File: config.mk
export PLATFORM = sky130hd
export DESIGN_NAME = lobo_mul_pipe
export DESIGN_NICKNAME = d
export VERILOG_FILES = /design/src/rtl/lobo_pkg.sv /design/src/rtl/lobo_log_pp.sv /design/src/rtl/lobo_mul_pipe.sv
export SDC_FILE = /design/constraint.sdc
export NUM_CORES = 1
export LEC_CHECK = 0
export BUFFER_PORTS_ARGS = -buffer_cell sky130_fd_sc_hd__buf_2
export CAP_MARGIN = 10
export CORE_MARGIN = 5
export CORE_UTILIZATION = 60
export DETAILED_ROUTE_END_ITERATION = 6
export PLACE_DENSITY = 0.88
export SLEW_MARGIN = 20
export SYNTH_ARGS = -nofsm -noshare
export SYNTH_HDL_FRONTEND = slang
export SYNTH_HIERARCHICAL = 1
export SYNTH_SLANG_ARGS = --single-unit
File: constraint.sdc
create_clock -name clk -period 10 [get_ports clk]
set_clock_uncertainty 0.15 [all_clocks]
set_input_delay 2 -clock clk [delete_from_list [all_inputs] [get_ports clk]]
set_output_delay 2 -clock clk [all_outputs]
set_load 0.03 [all_outputs]
File: src/rtl/lobo_pkg.sv
// Shared definitions for the hybrid Booth / leading-one multiplier: default geometry,
// Booth digit encoding and the leading-one helpers used by the low-part approximation.
package lobo_pkg;

    localparam int W_DEF    = 16;
    localparam int TH_DEF   = 12;
    localparam int TS_DEF   = 8;
    localparam int TAGW_DEF = 4;
    localparam int NDIG     = (W_DEF - TH_DEF) / 2;
    localparam int PW       = 2 * W_DEF;

    typedef struct packed {
        logic one;
        logic two;
        logic neg;
    } booth_t;

    // Radix-4 digit from {x[2i+1], x[2i], x[2i-1]}; 111 encodes zero, not -0.
    function automatic booth_t booth_enc(input logic [2:0] b);
        booth_t d;
        d.one = b[1] ^ b[0];
        d.two = (b == 3'b011) || (b == 3'b100);
        d.neg = b[2] & ~(b[1] & b[0]);
        return d;
    endfunction

    function automatic logic [5:0] lod_pos(input logic [63:0] v);
        logic [5:0] p;
        p = '0;
        for (int i = 0; i < 64; i++) begin
            if (v[i]) p = 6'(i);
        end
        return p;
    endfunction

    // Values below 2^ts collapse onto k = 0 so the residue carries their magnitude.
    function automatic logic [5:0] quant_k(input logic [63:0] v, input int ts);
        logic [5:0] p;
        p = lod_pos(v);
        return (int'(p) >= ts) ? p : 6'd0;
    endfunction

endpackage

File: src/rtl/lobo_log_pp.sv
// Low-part approximation: one's-complement magnitudes, quantised leading-one detect,
// residue shift and sign handling, producing the single extra partial-product row L.
module lobo_log_pp
    import lobo_pkg::*;
#(
    parameter int W  = 16,
    parameter int TH = 12,
    parameter int TS = 8
) (
    input  logic [TH-1:0]  i_xl,
    input  logic [W-1:0]   i_y,
    output logic [2*W-1:0] o_l
);
    localparam int PWL = 2 * W;

    logic           w_sx;
    logic           w_sy;
    logic [TH-1:0]  w_ax;
    logic [TH-1:0]  w_r;
    logic [W-1:0]   w_ay;
    logic [5:0]     w_k;
    logic [5:0]     w_j;
    logic [PWL-1:0] w_m;
    logic [PWL-1:0] w_res;

    assign w_sx  = i_xl[TH-1];
    assign w_sy  = i_y[W-1];
    assign w_ax  = i_xl ^ {TH{w_sx}};
    assign w_ay  = i_y ^ {W{w_sy}};
    assign w_k   = quant_k(64'(w_ax), TS);
    assign w_j   = lod_pos(64'(w_ay[W-1:W-4]));
    assign w_r   = w_ax - (TH'(1) << w_k);
    assign w_m   = PWL'(w_ay) << w_k;
    // Residue is scaled by the leading one of y's top nibble only.
    assign w_res = (w_ay[W-1:W-4] == 4'd0) ? '0 : (PWL'(w_r) << (6'(W - 4) + w_j));

    always_comb begin
        o_l = '0;
        if ((w_ax != '0) && (w_ay != '0)) begin
            if (w_sx ^ w_sy) o_l = ~w_m + ~w_res;
            else             o_l = w_m + w_res;
        end
    end

endmodule

File: src/rtl/lobo_mul_pipe.sv
// Three-stage valid/ready signed multiplier: exact radix-4 Booth, or Booth on the high
// digits plus a log-style approximation of the low TH multiplier bits, selected per transaction.
module lobo_mul_pipe
    import lobo_pkg::*;
#(
    parameter int W    = PW / 2,
    parameter int TH   = PW / 2 - 2 * NDIG,
    parameter int TS   = TS_DEF,
    parameter int TAGW = TAGW_DEF
) (
    input  logic            clk,
    input  logic            rst,
    input  logic            in_valid,
    output logic            in_ready,
    input  logic [W-1:0]    in_x,
    input  logic [W-1:0]    in_y,
    input  logic            in_mode,
    input  logic [TAGW-1:0] in_tag,
    output logic            out_valid,
    input  logic            out_ready,
    output logic [2*W-1:0]  out_p,
    output logic [TAGW-1:0] out_tag,
    output logic            out_mode
);
    localparam int P2W = 2 * W;
    localparam int NB  = W / 2;
    localparam int NLO = TH / 2;
    localparam int NR  = NB + 1;

    genvar gi;

    logic            r_s1_valid, r_s2_valid, r_s3_valid;
    logic            w_ld1, w_ld2, w_ld3;
    booth_t          w_dig [NB];
    booth_t          r_s1_dig [NB];
    logic [TH-1:0]   r_s1_xl;
    logic [W-1:0]    r_s1_y;
    logic            r_s1_mode, r_s2_mode, r_s3_mode;
    logic [TAGW-1:0] r_s1_tag, r_s2_tag, r_s3_tag;
    logic [P2W-1:0]  r_s2_s, r_s2_c, r_s3_p;
    logic [P2W-1:0]  w_yext;
    logic [P2W-1:0]  w_l;
    logic [P2W-1:0]  w_row [NR];
    logic [P2W-1:0]  w_cs_s [NR-1];
    logic [P2W-1:0]  w_cs_c [NR-1];

    assign w_ld3    = !r_s3_valid || out_ready;
    assign w_ld2    = !r_s2_valid || w_ld3;
    assign w_ld1    = !r_s1_valid || w_ld2;
    assign in_ready = w_ld1;

    for (gi = 0; gi < NB; gi++) begin : g_enc
        if (gi == 0) begin : g_first
            assign w_dig[gi] = booth_enc({in_x[1], in_x[0], 1'b0});
        end else begin : g_rest
            assign w_dig[gi] = booth_enc({in_x[2*gi+1], in_x[2*gi], in_x[2*gi-1]});
        end
    end

    lobo_log_pp #(.W(W), .TH(TH), .TS(TS)) u_log_pp (
        .i_xl (r_s1_xl),
        .i_y  (r_s1_y),
        .o_l  (w_l)
    );

    assign w_yext = {{W{r_s1_y[W-1]}}, r_s1_y};

    for (gi = 0; gi < NB; gi++) begin : g_row
        logic [P2W-1:0] w_mag;
        logic [P2W-1:0] w_pp;
        assign w_mag = r_s1_dig[gi].two ? (w_yext << 1) : (r_s1_dig[gi].one ? w_yext : '0);
        assign w_pp  = r_s1_dig[gi].neg ? (~w_mag + P2W'(1)) : w_mag;
        // Approximate mode replaces these low digits by the log-part row.
        if (gi < NLO) begin : g_lo
            assign w_row[gi] = r_s1_mode ? '0 : (w_pp << (2 * gi));
        end else begin : g_hi
            assign w_row[gi] = w_pp << (2 * gi);
        end
    end
    assign w_row[NB] = r_s1_mode ? w_l : '0;

    assign w_cs_s[0] = w_row[0];
    assign w_cs_c[0] = w_row[1];
    for (gi = 2; gi < NR; gi++) begin : g_csa
        assign w_cs_s[gi-1] = w_cs_s[gi-2] ^ w_cs_c[gi-2] ^ w_row[gi];
        assign w_cs_c[gi-1] = ((w_cs_s[gi-2] & w_cs_c[gi-2]) | (w_cs_s[gi-2] & w_row[gi]) |
                               (w_cs_c[gi-2] & w_row[gi])) << 1;
    end

    always_ff @(posedge clk or posedge rst) begin
        if (rst) begin
            r_s1_valid <= 1'b0;
            r_s2_valid <= 1'b0;
            r_s3_valid <= 1'b0;
            for (int i = 0; i < NB; i++) r_s1_dig[i] <= '0;
            r_s1_xl    <= '0;
            r_s1_y     <= '0;
            r_s1_mode  <= 1'b0;
            r_s1_tag   <= '0;
            r_s2_s     <= '0;
            r_s2_c     <= '0;
            r_s2_mode  <= 1'b0;
            r_s2_tag   <= '0;
            r_s3_p     <= '0;
            r_s3_mode  <= 1'b0;
            r_s3_tag   <= '0;
        end else begin
            if (w_ld1) begin
                r_s1_valid <= in_valid;
                if (in_valid) begin
                    r_s1_dig  <= w_dig;
                    r_s1_xl   <= in_x[TH-1:0];
                    r_s1_y    <= in_y;
                    r_s1_mode <= in_mode;
                    r_s1_tag  <= in_tag;
                end
            end
            if (w_ld2) begin
                r_s2_valid <= r_s1_valid;
                if (r_s1_valid) begin
                    r_s2_s    <= w_cs_s[NR-2];
                    r_s2_c    <= w_cs_c[NR-2];
                    r_s2_mode <= r_s1_mode;
                    r_s2_tag  <= r_s1_tag;
                end
            end
            if (w_ld3) begin
                r_s3_valid <= r_s2_valid;
                if (r_s2_valid) begin
                    r_s3_p    <= r_s2_s + r_s2_c;
                    r_s3_mode <= r_s2_mode;
                    r_s3_tag  <= r_s2_tag;
                end
            end
        end
    end

    assign out_valid = r_s3_valid;
    assign out_p     = r_s3_p;
    assign out_tag   = r_s3_tag;
    assign out_mode  = r_s3_mode;

endmodule

---- Yosys cells after proc, flatten, opt, wreduce, memory -nomap -nowiden ----
Cells that the tools add are included.
cells by class
  add/sub/neg operators ................... 13
  order comparisons ....................... 1
  eq/ne operators ......................... 15
  shifts and indexed selects .............. 3
  multiplexer cells ....................... 49
  bitwise logic cells ..................... 90
  reductions and logical operators ........ 20
operator list
  kind                   count
  $and 31x31->31         21
  $xor 32x32->32         14
  $or 31x31->31          14
  $mux 32                13
  $add 32x32->32         3
  $not 32->32            3
  $mux 30                3
  $mux 28                3
  $mux 26                3
  $mux 24                3
  $mux 22                3
  $mux 20                3
  $mux 18                3
  $add 32x1->32 const B  1
  $shl 12x6->32          1
  $shl 16x6->32          1
  $add 30x1->30 const B  1
  $not 30->30            1
  $add 28x1->28 const B  1
  $not 28->28            1
  $add 26x1->26 const B  1
  $not 26->26            1
  $add 24x1->24 const B  1
  $not 24->24            1
  other kinds (29)       91
storage, ports and cells
  flip-flop bits (word level) ............. 165
  input bits .............................. 41
  output and inout bits ................... 39
  word-level logic and storage cells ...... 229

---- Logic depth before layout (Yosys ltp) ----
  depth in word-level cells ............... 27
  depth in mapped cells ................... 31
  depth with buffers taken out ............ 27

---- Hierarchy ----
Netlist, hierarchy kept.
modules (own cells, without submodules)
  module         instances  cells each  area each (µm²)  sequential area each (µm²)
  lobo_mul_pipe  1          2128        18004.8          4078.9
  lobo_log_pp    1          696         4645.7           0.0

---- Least setup slack after synthesis ----
Ideal clock, no wire load.
  path kind ............................... register -> register
  start ................................... register r_s1_y[1]
  end ..................................... register r_s2_s[31]
  library setup time ...................... 77 ps
  arrival ................................. 7136 ps
  data required time ...................... 9773 ps
  path slack .............................. 2637 ps
  cell stages (with the launch flop) ...... 28
  buffers on the path ..................... 2
  period minus slack after synthesis ...... 7363 ps
  cells stage by stage .................... dfrtp_1 -> clkbuf_1 -> clkbuf_1 -> and3_1 -> a21oi_1 -> ha_1 -> o21ai_0 -> or2_1 -> o21bai_1 -> a221o_1 -> o311a_1 -> o21ai_1 -> inv_1 -> fa_1 -> fa_1 -> inv_1 -> fa_1 -> fa_1 -> fa_1 -> inv_1 -> fa_1 -> xnor2_1 -> xnor2_1 -> xnor2_1 -> xnor2_1 -> xnor2_1 -> xnor3_1 -> o21ai_1
on the way
  longest elaborated chain between the ends .. 26
  elaborated cells between the ends (all ways) .. 100
  those cells by class .................... add/sub (10); shift (1); mux (33); bitwise (54); reduce/logical (2)
RTL lines
  element                                       RTL line              text
  from (decl)                                   lobo_mul_pipe.sv:37   logic [W-1:0] r_s1_y;
  from (signal assigned)                        lobo_mul_pipe.sv:113  r_s1_y <= in_y;
  $mux 32 (tied with other cells) (2 in a row)  lobo_mul_pipe.sv:71   assign w_mag = r_s1_dig[gi].two ? (w_yext << 1) : (r_s1_dig[gi].one ? w_yext : '0);
  $not 32->32 (tied with other cells)           lobo_mul_pipe.sv:72   assign w_pp = r_s1_dig[gi].neg ? (~w_mag + P2W'(1)) : w_mag;
  $add 32x1->32 (tied with other cells)         lobo_mul_pipe.sv:72
  $mux 32 (tied with other cells)               lobo_mul_pipe.sv:72
  $mux 32                                       lobo_mul_pipe.sv:75   assign w_row[gi] = r_s1_mode ? '0 : (w_pp << (2 * gi));
  $and 31x31->31                                lobo_mul_pipe.sv:86   assign w_cs_c[gi-1] = ((w_cs_s[gi-2] & w_cs_c[gi-2]) | (w_cs_s[gi-2] & w_row[gi]) |
  $or 31x31->31 (2 in a row)                    lobo_mul_pipe.sv:86
  $and 31x31->31                                lobo_mul_pipe.sv:86
  (+5 left out)                                 n/a
  $and 31x31->31                                lobo_mul_pipe.sv:86
  $or 31x31->31 (2 in a row)                    lobo_mul_pipe.sv:86
  $and 31x31->31                                lobo_mul_pipe.sv:86
  $or 31x31->31 (2 in a row)                    lobo_mul_pipe.sv:86
  $and 31x31->31                                lobo_mul_pipe.sv:86
  $or 31x31->31 (2 in a row)                    lobo_mul_pipe.sv:86
  $xor 32x32->32                                lobo_mul_pipe.sv:85   assign w_cs_s[gi-1] = w_cs_s[gi-2] ^ w_cs_c[gi-2] ^ w_row[gi];
  $xor 32x32->32 *                              lobo_mul_pipe.sv:85
  to (signal assigned)                          lobo_mul_pipe.sv:121  r_s2_s <= w_cs_s[NR-2];
  to (decl)                                     lobo_mul_pipe.sv:40   logic [P2W-1:0] r_s2_s, r_s2_c, r_s3_p;
Every way passes the cells marked *; elsewhere a longest branch is shown, timed or not.
A chain may end at the register's enable or synchronous reset.

---- Worst setup path in the final report ----
  start ................................... register r_s1_dig[22] (netlist bit)
  end ..................................... register r_s2_s[31]
on the way
  longest elaborated chain between the ends .. 25
  elaborated cells between the ends (all ways) .. 48
  those cells by class .................... add/sub (1); mux (3); bitwise (44)
RTL lines
  element                        RTL line              text
  from (decl)                    lobo_mul_pipe.sv:35   booth_t r_s1_dig [NB];
  from (signal assigned)         lobo_mul_pipe.sv:111  r_s1_dig <= w_dig;
  $mux 32 *                      lobo_mul_pipe.sv:71
  $not 32->32                    lobo_mul_pipe.sv:72
  $add 32x1->32                  lobo_mul_pipe.sv:72
  $mux 32 *                      lobo_mul_pipe.sv:72
  $mux 32 *                      lobo_mul_pipe.sv:75
  $and 31x31->31                 lobo_mul_pipe.sv:86
  $or 31x31->31 (2 in a row)     lobo_mul_pipe.sv:86
  $and 31x31->31                 lobo_mul_pipe.sv:86
  (+3 left out)                  n/a
  $or 31x31->31 (2 in a row)     lobo_mul_pipe.sv:86
  $and 31x31->31                 lobo_mul_pipe.sv:86
  $or 31x31->31 (2 in a row)     lobo_mul_pipe.sv:86
  $and 31x31->31                 lobo_mul_pipe.sv:86
  $or 31x31->31 (2 in a row)     lobo_mul_pipe.sv:86
  $and 31x31->31                 lobo_mul_pipe.sv:86
  $or 31x31->31 (2 in a row)     lobo_mul_pipe.sv:86
  $xor 32x32->32 * (2 in a row)  lobo_mul_pipe.sv:85
Marked as above.

==> flow_summary_export.csv <==
group,metric,value,unit
power_and_ir_drop,irDropWorstVdd,0.000212,V
critical_path,r2r_start,"r_s1_dig[22]$_DFFE_PP0P_",
critical_path,endpoint_kind,"register",
grt,grt_pass1_vias,20800,
die,die_height,204,microns
power_and_ir_drop,power,8910,uW
hold_path,hold_end,"out_p[16]$_DFFE_PP0P_",
finish,final_common_cell,"nand2_1",
die,pin_count,80,
grt,antenna_found_initial,0,
critical_path,crit_family,"adder cells",
place,post-dp-hpwl,53.8,mm
clocking,post_cts_buffers,0,
critical_path,path_class,"register to register",
critical_path,crit_required,10.24,ns
run_status,violations,"DRC",
finish,final_area,23800,sq um
finish,final_cell_mix,"446 x nand2_1, 265 x o21ai_0, 181 x nor2_1",
route,wl_per_cell,21.3,microns
power_and_ir_drop,powerDensity,375,nW/um^2
sta,slew_violations,0,
clocking,numCtsBuffers,17,
grt,grt_max_degree,104,
sta,fin_setup_tns,0,ns
logic_synthesis,ys_seq_elements,163,
finish,nNetsFinal,3098,
logic_synthesis,synth-edff-count,0,
place,dp_cells,3264,
sta,period_needed,8.28,ns
power_and_ir_drop,p_leak,0.0101,uW
place,post_dp_cell_area,23200,sq um
place,io_buffers,79,
sta,timing.final.ws_setup,1.72,ns
logic_synthesis,synthFlopType,"dfrtp_1",
logic_synthesis,synthAdderAreaFrac,0.210,
clocking,clk_latency,0.47,ns
logic_synthesis,async_reset_ff_frac,1.00,
run_status,status,"finished with violations",
logic_synthesis,netlist_area,22700,sq um
logic_synthesis,avgSynthCellArea,8.02,sq um
finish,area_growth_syn_to_layout,5.00,%
clocking,cts_tree,"done",
clocking,path_clk_slew,0.07,ns
logic_synthesis,ys_seq_area_frac,0.180,
finish,drive_gt1_frac,0.106,
finish,fill_cells,3250,
grt,overflow,0,
clocking,cts_buffer_depth,2,
clocking,root_buffer,"clkbuf_16",
clocking,htreeDepth,4,
critical_path,r2r_slack,1.72,ns
sta,rsz0062_at_grt,"false",
clocking,clock_sinks,163,
place,place_congestion,1.01,
critical_path,r2r_cells,26,
route,first_pass_iters,7,
die,initial_core_util,0.604,
sta,period_share,0.828,
critical_path,worst_r2r_endpoint,"r_s2_s[31]$_DFFE_PP0P_",
route,antenna_left,0,
logic_synthesis,muxShareOfSynthArea,0.0463,
critical_path,worst_ep_arrival_time,8.51,ns
logic_synthesis,ys_warn_count,6,
sta,setup_viol,0,
critical_path,crit_slowest_cell,"dfrtp_1",
logic_synthesis,synth-simple-area-share,0.194,
logic_synthesis,synth_xor_xnor_area_share,0.0770,
hold_path,hold_depth,2,
route,drt-total-wl,70.1,mm
critical_path,crit_buf_inv,4,
clocking,ctsResizeCount,0,
finish,stdcell_count,3295,
critical_path,cp_max_fo,25,
critical_path,cpMostUsedCell,"fa_1",
critical_path,cpPeakStageDelay,0.74,ns
hold_path,min_path_type,"register to register",
place,pre_cts_ws,1.81,ns
sta,slew_headroom,0.258,
die,die_x,204,microns
finish,diodes,0,
grt,grt_use_total,0.333,
hold_path,hold_start,"out_p[16]$_DFFE_PP0P_",
job,drv_cap,0,
logic_synthesis,synth_cells,2824,
logic_synthesis,ys_types,112,
die,fp.dieArea,41700,sq um
route,viasPerCell,6.42,
die,core_area,37500,sq um
sta,worst_slew_pin_slew,1.11,ns
sta,hold_viol_final,0,
route,via_count,21200,
die,rows,71,
route,drt_iter0_markers,2401,
grt,grt_pass1_wl,112,mm
sta,max_clock_freq,121,MHz
route,drc,1,
logic_synthesis,synth_top_family_by_area,"compound AO/OA/AOI/OAI gates",
critical_path,crit_path_start_kind,"register",
clocking,cts_hold_buffers,0,
logic_synthesis,synth-compound-area-share,0.231,
tightest hold or removal path, cell delays in order (launching register included):
cell and delay, ns:
dfrtp_1 0.34, nand2_1 0.05, nand2_1 0.05
logic make-up after synthesis:
family,Yosys count
multiplexers,96
other,2
adder cells (fa/ha/maj),285
AND/OR/NAND/NOR,940
buffers and inverters,343
flip-flops,163
AO/OA/AOI/OAI,799
XOR/XNOR,196
report_power, final:
group	leakage [uW]	internal, uW	switching (uW)
clock	0.000254	327	306
sequential	0.00201	907	206
combinational	0.00787	3000	4160
metal layers:
layer | vias to the layer above | share of wire | GRT usage | wire [microns]
met4 | 0 | 0.038 | 0.126 | 2690
li1 | 9691 | - | - | -
met1 | 10100 | 0.41 | 0.458 | 29000
met5 | - | 0 | 0 | 0
met3 | 177 | 0.10 | 0.0693 | 7210
met2 | 1163 | 0.45 | 0.521 | 31200
cells in the mapped netlist, types with 18 or more instances:
cell type | count | area [sq um]
xor2_1 | 63 | 552
inv_1 | 127 | 477
buf_1 | 21 | 78.8
nor2_1 | 181 | 679
a21o_1 | 39 | 293
and2_1 | 27 | 169
fa_1 | 158 | 3160
and3_1 | 45 | 282
o21ai_0 | 265 | 1330
clkbuf_1 | 161 | 604
nand2_1 | 449 | 1690
nand2b_1 | 36 | 225
mux2i_1 | 25 | 250
ha_1 | 127 | 1590
dfrtp_1 | 163 | 4080
or3_1 | 18 | 113
nor2b_1 | 38 | 238
a211oi_1 | 21 | 158
mux2_2 | 71 | 800
xnor2_1 | 131 | 1150
nor3_1 | 36 | 180
nand3_1 | 28 | 140
o21a_1 | 22 | 165
a21oi_1 | 161 | 806
a31oi_1 | 22 | 138
buf_2 | 18 | 90.1
a22oi_1 | 39 | 293
o22ai_1 | 20 | 125
o31ai_1 | 24 | 180
flip-flops by register name, indices dropped and copies added, names as in the netlist, 4 cells and up:
| signal | count |
|---|---|
| r_s1_y | 16 |
| r_s1_xl | 12 |
| r_s1_dig | 22 |
| r_s1_tag | 4 |
| out_tag | 4 |
| r_s2_s | 32 |
| r_s2_c | 31 |
| out_p | 32 |
| r_s2_tag | 4 |
worst max-delay path by stage:
stage | startpoint | endpoint | cells after the start
floorplan | r_s1_y[1]$_DFFE_PP0P_ | r_s2_s[31]$_DFFE_PP0P_ | 27
global placement | r_s1_dig[22]$_DFFE_PP0P_ | r_s2_s[31]$_DFFE_PP0P_ | 26
detailed placement | r_s1_dig[22]$_DFFE_PP0P_ | r_s2_s[31]$_DFFE_PP0P_ | 26
CTS | r_s1_dig[22]$_DFFE_PP0P_ | r_s2_s[31]$_DFFE_PP0P_ | 26
global route | r_s1_dig[22]$_DFFE_PP0P_ | r_s2_s[31]$_DFFE_PP0P_ | 26
finish | r_s1_dig[22]$_DFFE_PP0P_ | r_s2_s[31]$_DFFE_PP0P_ | 26
layout make-up:
cell class	count	area, sq um	share of cell area
Tap cell	511	639	0.0269
Sequential cell	163	4080	0.172
Clock inverter	12	98.8	0.00416
Inverter	131	497	0.0209
Multi-Input combinational cell	2330	17300	0.725
Clock buffer	19	443	0.0186
Timing Repair Buffer	129	771	0.0324
metrics by stage:
| step | hold slack (ns) | utilization |
|---|---|---|
| after floorplan | 0.283 | - |
| after global placement | 0.291 | 0.620 |
| after detailed placement | 0.307 | 0.620 |
| after CTS | 0.321 | 0.634 |
| after global routing | 0.352 | 0.634 |
| final | 0.315 | 0.634 |
No activity file was read; power rests on OpenSTA's default activity.
